[src/rtl/boot_writer_pkg.sv]
// Shared constants, command bytes and FSM state type for the UART boot writer.
// Latency: n/a (declarations only).
// Backpressure: n/a. Optional feature macro: BOOT_WRITER_CKSUM_EN adds SUM_TX state.
package boot_writer_pkg;

  // Command bytes recognised in IDLE
  localparam logic [7:0] CMD_ADDR  = 8'h61;  // 'a'
  localparam logic [7:0] CMD_DATA  = 8'h64;  // 'd'
  localparam logic [7:0] CMD_COUNT = 8'h63;  // 'c'
  localparam logic [7:0] CMD_JUMP  = 8'h6A;  // 'j'
  localparam logic [7:0] CMD_SUM   = 8'h73;  // 's'

  localparam logic [7:0]  ACK_CHAR_DEFAULT   = 8'h66;  // 'f'
  localparam logic [31:0] RESET_ADDR_DEFAULT = 32'h0000_0000;

  typedef enum logic [2:0] {
    IDLE,
    GET_ADDR,
    GET_DATA,
    GET_COUNT,
    WRITE,
    ACK
`ifdef BOOT_WRITER_CKSUM_EN
    , SUM_TX
`endif
  } state_t;

`ifdef BOOT_WRITER_CKSUM_EN
  // Byte idx of a word, idx 0 = most significant byte.
  function automatic logic [7:0] word_byte(input logic [31:0] w, input logic [1:0] idx);
    case (idx)
      2'd0:    word_byte = w[31:24];
      2'd1:    word_byte = w[23:16];
      2'd2:    word_byte = w[15:8];
      default: word_byte = w[7:0];
    endcase
  endfunction
`endif

endpackage

[src/rtl/boot_writer_word_assembler.sv]
// Assembles four bytes into a big-endian 32-bit word (first byte -> [31:24]).
// Latency: word/word_done are combinational on the 4th byte strobe.
// Backpressure: none; caller gates byte_valid. Ports: clk, rst_n, clear, byte_valid, byte_data -> word, word_done.
module word_assembler (
  input  logic        clk,
  input  logic        rst_n,
  input  logic        clear,
  input  logic        byte_valid,
  input  logic [7:0]  byte_data,
  output logic [31:0] word,
  output logic        word_done
);

  logic [23:0] shift_q;
  logic [1:0]  cnt_q;

  always_ff @(posedge clk or negedge rst_n) begin
    if (!rst_n) begin
      shift_q <= '0;
      cnt_q   <= '0;
    end else if (clear) begin
      shift_q <= '0;
      cnt_q   <= '0;
    end else if (byte_valid) begin
      shift_q <= {shift_q[15:0], byte_data};
      cnt_q   <= cnt_q + 2'd1;  // wraps to 0 after the 4th byte
    end
  end

  // The 4th byte completes the word in the same cycle so the FSM can act on it directly.
  assign word      = {shift_q, byte_data};
  assign word_done = byte_valid && !clear && (cnt_q == 2'd3);

endmodule

[src/rtl/boot_writer.sv]
// UART-driven boot loader: decodes a/d/c/j commands, writes words to memory, acks with ACK_CHAR.
// Latency: mem_we / tx_valid / jump_valid rise the cycle after the completing rx byte.
// Backpressure: mem_we held until mem_ready, tx_valid held until tx_ready; rx bytes arriving then are dropped (overrun).
// Ports: clk, rst_n; rx_data/rx_valid in; tx_data/tx_valid/tx_ready; mem_we/mem_addr/mem_wdata/mem_ready;
// jump_valid/jump_addr; overrun. Optional macro BOOT_WRITER_CKSUM_EN enables the 's' checksum readback.
module boot_writer
  import boot_writer_pkg::*;
#(
  parameter logic [31:0] RESET_ADDR = RESET_ADDR_DEFAULT,
  parameter logic [7:0]  ACK_CHAR   = ACK_CHAR_DEFAULT
) (
  input  logic        clk,
  input  logic        rst_n,
  input  logic [7:0]  rx_data,
  input  logic        rx_valid,
  output logic [7:0]  tx_data,
  output logic        tx_valid,
  input  logic        tx_ready,
  output logic        mem_we,
  output logic [31:0] mem_addr,
  output logic [31:0] mem_wdata,
  input  logic        mem_ready,
  output logic        jump_valid,
  output logic [31:0] jump_addr,
  output logic        overrun
);

  state_t      state_q, state_d;
  logic [31:0] addr_q, addr_d;
  logic [31:0] remaining_q, remaining_d;
  logic [7:0]  tx_data_d;
  logic        tx_valid_d, mem_we_d, jump_d, overrun_d;
  logic [31:0] mem_addr_d, mem_wdata_d;
`ifdef BOOT_WRITER_CKSUM_EN
  logic [31:0] sum_q, sum_d;
  logic [1:0]  sum_idx_q, sum_idx_d;
`endif

  logic        in_get;
  logic [31:0] word;
  logic        word_done;

  assign in_get = (state_q == GET_ADDR) || (state_q == GET_DATA) || (state_q == GET_COUNT);

  word_assembler u_asm (
    .clk        (clk),
    .rst_n      (rst_n),
    .clear      (!in_get),
    .byte_valid (rx_valid && in_get),
    .byte_data  (rx_data),
    .word       (word),
    .word_done  (word_done)
  );

  assign jump_addr = addr_q;

  always_comb begin
    state_d     = state_q;
    addr_d      = addr_q;
    remaining_d = remaining_q;
    tx_valid_d  = tx_valid;
    tx_data_d   = tx_data;
    mem_we_d    = mem_we;
    mem_addr_d  = mem_addr;
    mem_wdata_d = mem_wdata;
    jump_d      = 1'b0;
    overrun_d   = overrun;
`ifdef BOOT_WRITER_CKSUM_EN
    sum_d       = sum_q;
    sum_idx_d   = sum_idx_q;
`endif
    case (state_q)
      IDLE: begin
        if (rx_valid) begin
          case (rx_data)
            CMD_ADDR:  state_d = GET_ADDR;
            CMD_DATA: begin
              state_d     = GET_DATA;
              remaining_d = 32'd1;
            end
            CMD_COUNT: state_d = GET_COUNT;
            CMD_JUMP:  jump_d  = 1'b1;
`ifdef BOOT_WRITER_CKSUM_EN
            CMD_SUM: begin
              state_d    = SUM_TX;
              tx_valid_d = 1'b1;
              tx_data_d  = sum_q[31:24];
              sum_idx_d  = 2'd0;
            end
`endif
            default: ;  // unknown command: silently ignored
          endcase
        end
      end
      GET_ADDR: begin
        if (word_done) begin
          addr_d     = word;
          state_d    = ACK;
          tx_valid_d = 1'b1;
          tx_data_d  = ACK_CHAR;
        end
      end
      GET_COUNT: begin
        if (word_done) begin
          if (word == 32'd0) begin
            state_d    = ACK;
            tx_valid_d = 1'b1;
            tx_data_d  = ACK_CHAR;
          end else begin
            state_d     = GET_DATA;
            remaining_d = word;
          end
        end
      end
      GET_DATA: begin
        if (word_done) begin
          state_d     = WRITE;
          mem_we_d    = 1'b1;
          mem_addr_d  = addr_q;
          mem_wdata_d = word;
        end
      end
      WRITE: begin
        if (rx_valid) overrun_d = 1'b1;
        if (mem_ready) begin
          mem_we_d    = 1'b0;
          addr_d      = addr_q + 32'd4;
          remaining_d = remaining_q - 32'd1;
`ifdef BOOT_WRITER_CKSUM_EN
          sum_d       = sum_q + mem_wdata;
`endif
          // tx_valid only rises as mem_we falls, so the two never overlap.
          if (remaining_q == 32'd1) begin
            state_d    = ACK;
            tx_valid_d = 1'b1;
            tx_data_d  = ACK_CHAR;
          end else begin
            state_d = GET_DATA;
          end
        end
      end
      ACK: begin
        if (rx_valid) overrun_d = 1'b1;
        if (tx_ready) begin
          tx_valid_d = 1'b0;
          state_d    = IDLE;
        end
      end
`ifdef BOOT_WRITER_CKSUM_EN
      SUM_TX: begin
        if (rx_valid) overrun_d = 1'b1;
        if (tx_ready) begin
          if (sum_idx_q == 2'd3) begin
            tx_valid_d = 1'b0;
            sum_d      = '0;
            state_d    = IDLE;
          end else begin
            sum_idx_d = sum_idx_q + 2'd1;
            tx_data_d = word_byte(sum_q, sum_idx_q + 2'd1);
          end
        end
      end
`endif
      default: state_d = IDLE;
    endcase
  end

  always_ff @(posedge clk or negedge rst_n) begin
    if (!rst_n) begin
      state_q     <= IDLE;
      addr_q      <= RESET_ADDR;
      remaining_q <= '0;
      tx_valid    <= 1'b0;
      tx_data     <= '0;
      mem_we      <= 1'b0;
      mem_addr    <= '0;
      mem_wdata   <= '0;
      jump_valid  <= 1'b0;
      overrun     <= 1'b0;
`ifdef BOOT_WRITER_CKSUM_EN
      sum_q       <= '0;
      sum_idx_q   <= '0;
`endif
    end else begin
      state_q     <= state_d;
      addr_q      <= addr_d;
      remaining_q <= remaining_d;
      tx_valid    <= tx_valid_d;
      tx_data     <= tx_data_d;
      mem_we      <= mem_we_d;
      mem_addr    <= mem_addr_d;
      mem_wdata   <= mem_wdata_d;
      jump_valid  <= jump_d;
      overrun     <= overrun_d;
`ifdef BOOT_WRITER_CKSUM_EN
      sum_q       <= sum_d;
      sum_idx_q   <= sum_idx_d;
`endif
    end
  end

endmodule

[config.mk]
export PLATFORM = sky130hd
export DESIGN_NAME = boot_writer
export DESIGN_NICKNAME = d
export VERILOG_FILES = /design/src/rtl/boot_writer_pkg.sv /design/src/rtl/boot_writer_word_assembler.sv /design/src/rtl/boot_writer.sv
export SDC_FILE = /design/constraint.sdc
export NUM_CORES = 1
export LEC_CHECK = 0
export CAP_MARGIN = 20
export CELL_PAD_IN_SITES_DETAIL_PLACEMENT = 1
export CELL_PAD_IN_SITES_GLOBAL_PLACEMENT = 1
export CORE_MARGIN = 1
export CORE_UTILIZATION = 46
export DETAILED_ROUTE_END_ITERATION = 16
export GPL_TIMING_DRIVEN = 1
export PLACE_DENSITY = 0.9
export REMOVE_ABC_BUFFERS = 1
export SYNTH_ARGS = -nofsm -noshare
export SYNTH_HDL_FRONTEND = slang
export SYNTH_SLANG_ARGS = --single-unit
[constraint.sdc]
create_clock -name clk -period 5.15 [get_ports clk]
set_clock_uncertainty 0.1 [all_clocks]
set_input_delay 1.545 -clock clk [delete_from_list [all_inputs] [get_ports clk]]
set_output_delay 1.545 -clock clk [all_outputs]
set_load 0.02 [all_outputs]
=== Word level (Yosys, flattened, before mapping) ===
Index checks and enable logic that the tools add are counted.

* Bits of input ports: 13
* Word-level logic and storage cells: 100
* Output and inout bits: 108
* Flip-flop bits (word level): 169

* Equality and inequality tests: 23
* Multiplexer cells: 41
* Reductions and logical operators: 21
* Add/subtract/negate cells: 3

{| class="wikitable"
|+ Operators with widths
! cell !! count
|-
| two-way mux 32 bit || 7
|-
| case mux 32 bit (3 select lines) || 1
|-
| case mux 32 bit (2 select lines) || 1
|-
| two-way mux 24 bit || 2
|-
| two-way mux 8 bit || 5
|-
| adder 32 x 3 -> 32 bit, second input constant || 1
|-
| equality test 32 x 1 -> 1 bit, second input constant || 1
|-
| equality test 8 x 7 -> 1 bit, second input constant || 4
|-
| zero test 32 bit || 1
|-
| subtractor 32 x 1 -> 32 bit, second input constant || 1
|-
| two-way mux 3 bit || 8
|-
| case mux 8 bit (3 select lines) || 1
|-
| case mux 3 bit (6 select lines) || 1
|-
| AND reduction 7 bit || 2
|-
| != test 2 x 1 -> 1 bit, second input constant || 6
|-
| AND reduction 6 bit || 2
|-
| two-way mux 1 bit || 10
|-
| != test 2 bit, second input constant || 5
|-
| case mux 3 bit (3 select lines) || 1
|-
| equality test 3 x 2 -> 1 bit, second input constant || 2
|-
| equality test 3 bit, second input constant || 2
|-
| AND reduction 3 bit || 2
|-
| nonzero test 3 bit || 2
|-
| two-way mux 2 bit || 2
|-
| 13 further kinds || 18
|}

=== Logic depth before layout (Yosys ltp) ===
* Depth in word-level cells: 8
* Depth in mapped cells: 8
* Depth with buffers taken out: 7

=== Cells and area by module ===
A second synthesis with hierarchy kept.

* Cell total of the unflattened synthesis: 809
* Area, all modules: 8323.0 µm²

{| class="wikitable"
|+ By module, submodules not included
! module !! area each (µm²) !! seq. area each (µm²) !! instances !! cells each
|-
| boot_writer || 7166.9 || 3403.3 || 1 || 714
|-
| word_assembler || 1156.1 || 650.6 || 1 || 95
|}

=== Least setup slack after synthesis ===
OpenSTA, ideal clock, no wires.

* Path kind: input port to flip-flop
* From: input port rx_valid
* To: register mem_addr[0]
* Setup time: 0.128 ns
* Path buffers: 3
* Data required time: 4.922 ns
* Stages: 6
* Slack: 2.079 ns
* Arrival: 2.843 ns
* Cell sequence: buf_2 -> nand2_1 -> or4b_1 -> clkbuf_1 -> buf_2 -> mux2_1

* Cells in the longest elaborated chain, start to end: 4

{| class="wikitable"
|+ RTL lines
! what !! RTL line !! RTL
|-
| start, declared || boot_writer.sv:15 || <nowiki>input logic rx_valid,</nowiki>
|-
| logical AND 1 bit || boot_writer.sv:49 || <nowiki>.byte_valid (rx_valid && in_get),</nowiki>
|-
| logical AND 1 bit (2 in a row) || boot_writer_word_assembler.sv:32 || <nowiki>assign word_done = byte_valid && !clear && (cnt_q == 2'd3);</nowiki>
|-
| AND reduction 2 bit (no source line) || n/a ||
|-
| end signal, assigned || boot_writer.sv:191 || <nowiki>mem_addr <= mem_addr_d;</nowiki>
|-
| end, declared || boot_writer.sv:20 || <nowiki>output logic [31:0] mem_addr,</nowiki>
|}

Every way passes these cells.
A chain may end at the register's enable or synchronous reset.

=== Worst setup path after layout ===
* From: input port rx_data[6]
* To: register remaining_q[16]

* Cells in the longest elaborated chain, start to end: 3
* Elaborated cells on any way between the ends: 5
* Classes of those cells: eq/ne (3); reduce/logical (2)

{| class="wikitable"
|+ RTL lines
! what !! RTL line !! RTL
|-
| start, declared || boot_writer.sv:14 || <nowiki>input logic [7:0] rx_data,</nowiki>
|-
| zero test 32 bit or equality test 8 x 7 -> 1 bit (tied branches) || boot_writer.sv:105, boot_writer.sv:75 ||
|-
| != test 2 bit (no source line) or != test 2 x 1 -> 1 bit (tied branches) || n/a ||
|-
| AND reduction 6 bit (no source line) * || n/a ||
|-
| end signal, assigned || boot_writer.sv:187 || <nowiki>remaining_q <= remaining_d;</nowiki>
|-
| end, declared || boot_writer.sv:30 || <nowiki>logic [31:0] remaining_q, remaining_d;</nowiki>
|}

Mark *: on every way between the ends. The rest lies on a longest branch, timed or not.

==> out/results.ini <==
[grt]
grtUsageMet1 = 0.3882
gr-max-usage-layer = met2
grt_first_pass_wirelength_microns = 44040
grt_pass1_vias = 7867
met3_usage = 0.06623
grtUsageMet2 = 0.5166
gr-total-overflow = 0
grt_max_degree = 97
track_usage = 0.3098
antenna_found_initial = 0

[logic_synthesis]
post_synth_instance_area_sq_mm = 0.008419
synth_edf_count = 0
synth.largest_area_cell = dfrtp_1
yosysSeqAreaShare = 0.4815
synth_cell_types = 75
synth-async-reset-ratio = 1.000
synth_area_leaders = dfrtp_1, mux2_1, mux2i_1, nand2_1, nor2_1
synthFlopType = dfrtp_1
syn_inst = 812
synth-seq-cells = 162
ys_warn_count = 0
synth.avg_cell_area_sq_um = 10.37
synth_top_cell_area_share = 0.4815

[die]
die_x_microns = 137.3
dieArea_sq_mm = 0.01885
rows = 49
start_util = 0.4687
core_area_sq_mm = 0.01796
die_h_microns = 137.3
ios = 121

[outcome]
outcome = completed

[cts]
cts_buffer_depth = 2
htree_levels = 4
clk-insertion-delay-late_ns = 0.43
cts_resized = 0
cts_tree = yes
clockRootBuffer = clkbuf_16
cts_setup_buffers = 0
cts_buffers = 17
cts_hold_buf = 0
clkSinkCount = 162
clk_pin_slew_ns = 0.06

[setup_path]
crit_chain = clkdlybuf4s50_1 -> nor4_1 -> nand4_1 -> o2111a_2 -> nor2_4 -> o21ai_1
cp.required_ns = 5.31
critical_path.max_stage_delay_ns = 0.63
arrival_ns = 4.15
path_max_fanout = 26
end_kind = register
crit_slowest_cell = nor2_4
critical_path_class = in -> reg
start_kind = primary input

[timing]
whs_ns = 0.3847
drv_slew = 0
fin_tns_setup_ns = 0
relSlewSlack = 0.3252
rsz0062_at_grt = no
fmax_mhz = 250.6
setup_viol = 0
worst_pin_slew_ns = 1.012
layout_worst_path_cycle_share = 0.7748
final_hold_viol_count = 0
min_period_ns = 3.990
layout_setup_ws_ns = 1.160

[power]
peakVddDrop_mv = 0.3017
p_per_area_mw_per_mm2 = 496.3
leakage_nw = 4.503

[routing]
wl_microns = 28050
final_antenna_net_count = 0
vias = 7511
dr.pass1.iters = 6
drt_iter0_drc = 617
wl_per_cell_microns = 24.47
drc = 0
via_per_inst = 6.554

[cells_and_area]
area_growth_pct = 22.69
antennaDiodeCount = 0
nets = 923
drive_above_1_share = 0.1036
layout_commonest_cell = dfrtp_1
most-common-layout-cells = dfrtp_1, clkdlybuf4s50_1, nand2_1, mux2_1, nor2_1

[place]
dp_hpwl_microns = 17560
portBuffers = 116
place.gp.congestion = 0.8779
post-place-ws_ns = 0.8569

[min_path]
hold_path.class = reg -> reg

[flow_run]
max_cap_violations = 0

-- registers in the layout (all words and copies together) (netlist names) --
signal,flops
jump_addr,32
mem_addr,32
mem_wdata,32
remaining_q,32
u_asm.shift_q,24
state_q,3
u_asm.cnt_q,2
jump_valid,1
mem_we,1
overrun,1
tx_data,1
tx_valid,1
-- cell families after synthesis --
kind of cell / Yosys count / share of synthesized area
xor+xnor: 1 / 0.001040
flops: 162 / 0.4815
other cells: 1 / 0.0004454
compound gates: 203 / 0.1666
fa+ha+maj: 4 / 0.005945
mux: 97 / 0.1244
buf+inv: 73 / 0.03968
simple gates: 271 / 0.1804
-- metrics by stage --
stage	power, mW	util	instances	instance area [sq um]
3_3_place_gp	3.657	0.5418	1116	9733
3_5_place_dp	3.752	0.5418	1116	9733
5_1_grt	5.342	0.5751	1146	10330
2_1_floorplan	2.935	-	753	8138
6_report	5.127	0.5751	1146	10330
4_1_cts	5.106	0.5751	1146	10330
-- per-layer routing --
layer / up-vias / wire length, microns
li1: 3207 / -
met1: 3861 / 11210
met2: 354 / 14110
met3: 89 / 1841
met4: 0 / 882
met5: - / 0
-- power breakdown --
part	switching [mW]	internal, mW
combinational	0.929	0.685
sequential	0.622	1.59
clock	0.528	0.773
-- final cells by class --
cell class	instances	area, sq um
clock buffers	22	494.2
well taps	229	286.5
clock inverters	8	102.6
repair buffers	134	1292
flip-flops and latches	162	4054
fillers	1954	7634
multi-input cells	580	4059
inverters	11	41.29
-- synth_stat cells, types with 3 or more instances --
library cell / number
nand4_1: 9
buf_4: 9
o211ai_1: 8
a32oi_1: 13
nor3_1: 17
a21oi_1: 34
nor4_1: 21
a21o_1: 8
nand3_1: 33
inv_1: 11
clkbuf_1: 29
ha_1: 4
and4_1: 5
nand2b_1: 3
nor3_2: 6
o21ai_0: 42
buf_2: 21
a22o_1: 4
nor4_4: 3
mux2i_1: 36
a22oi_1: 16
nor3b_2: 3
nor2_1: 56
buf_1: 3
o22ai_1: 21
o2bb2ai_1: 18
mux2_1: 60
dfrtp_1: 162
and3_1: 8
o21ai_1: 6
o2111ai_1: 3
nand2_1: 74
or2_2: 5
nor4_2: 3
a31oi_1: 4
-- worst max-delay path: cells and delay by family --
family          cells  cell delay (ns)
buf+inv             1             0.58
simple gates        3             1.25
compound gates      2             0.75
-- path summary, 6_finish.rpt --
kind	from	endpoint	slack (ns)	depth (start not counted)
setup / recovery	rx_data[6]	remaining_q[16]	1.16	6
max in group asynchronous	rst_n	remaining_q[16]	2.91	2
hold / removal	mem_addr[4]	mem_addr[4]	0.38	2
min in group asynchronous	rst_n	mem_wdata[22]	1.12	1
hold reg to reg	mem_addr[4]	mem_addr[4]	0.38	2
setup reg to reg	state_q[1]	remaining_q[16]	2.20	5
(Power assumes the default switching activity.)
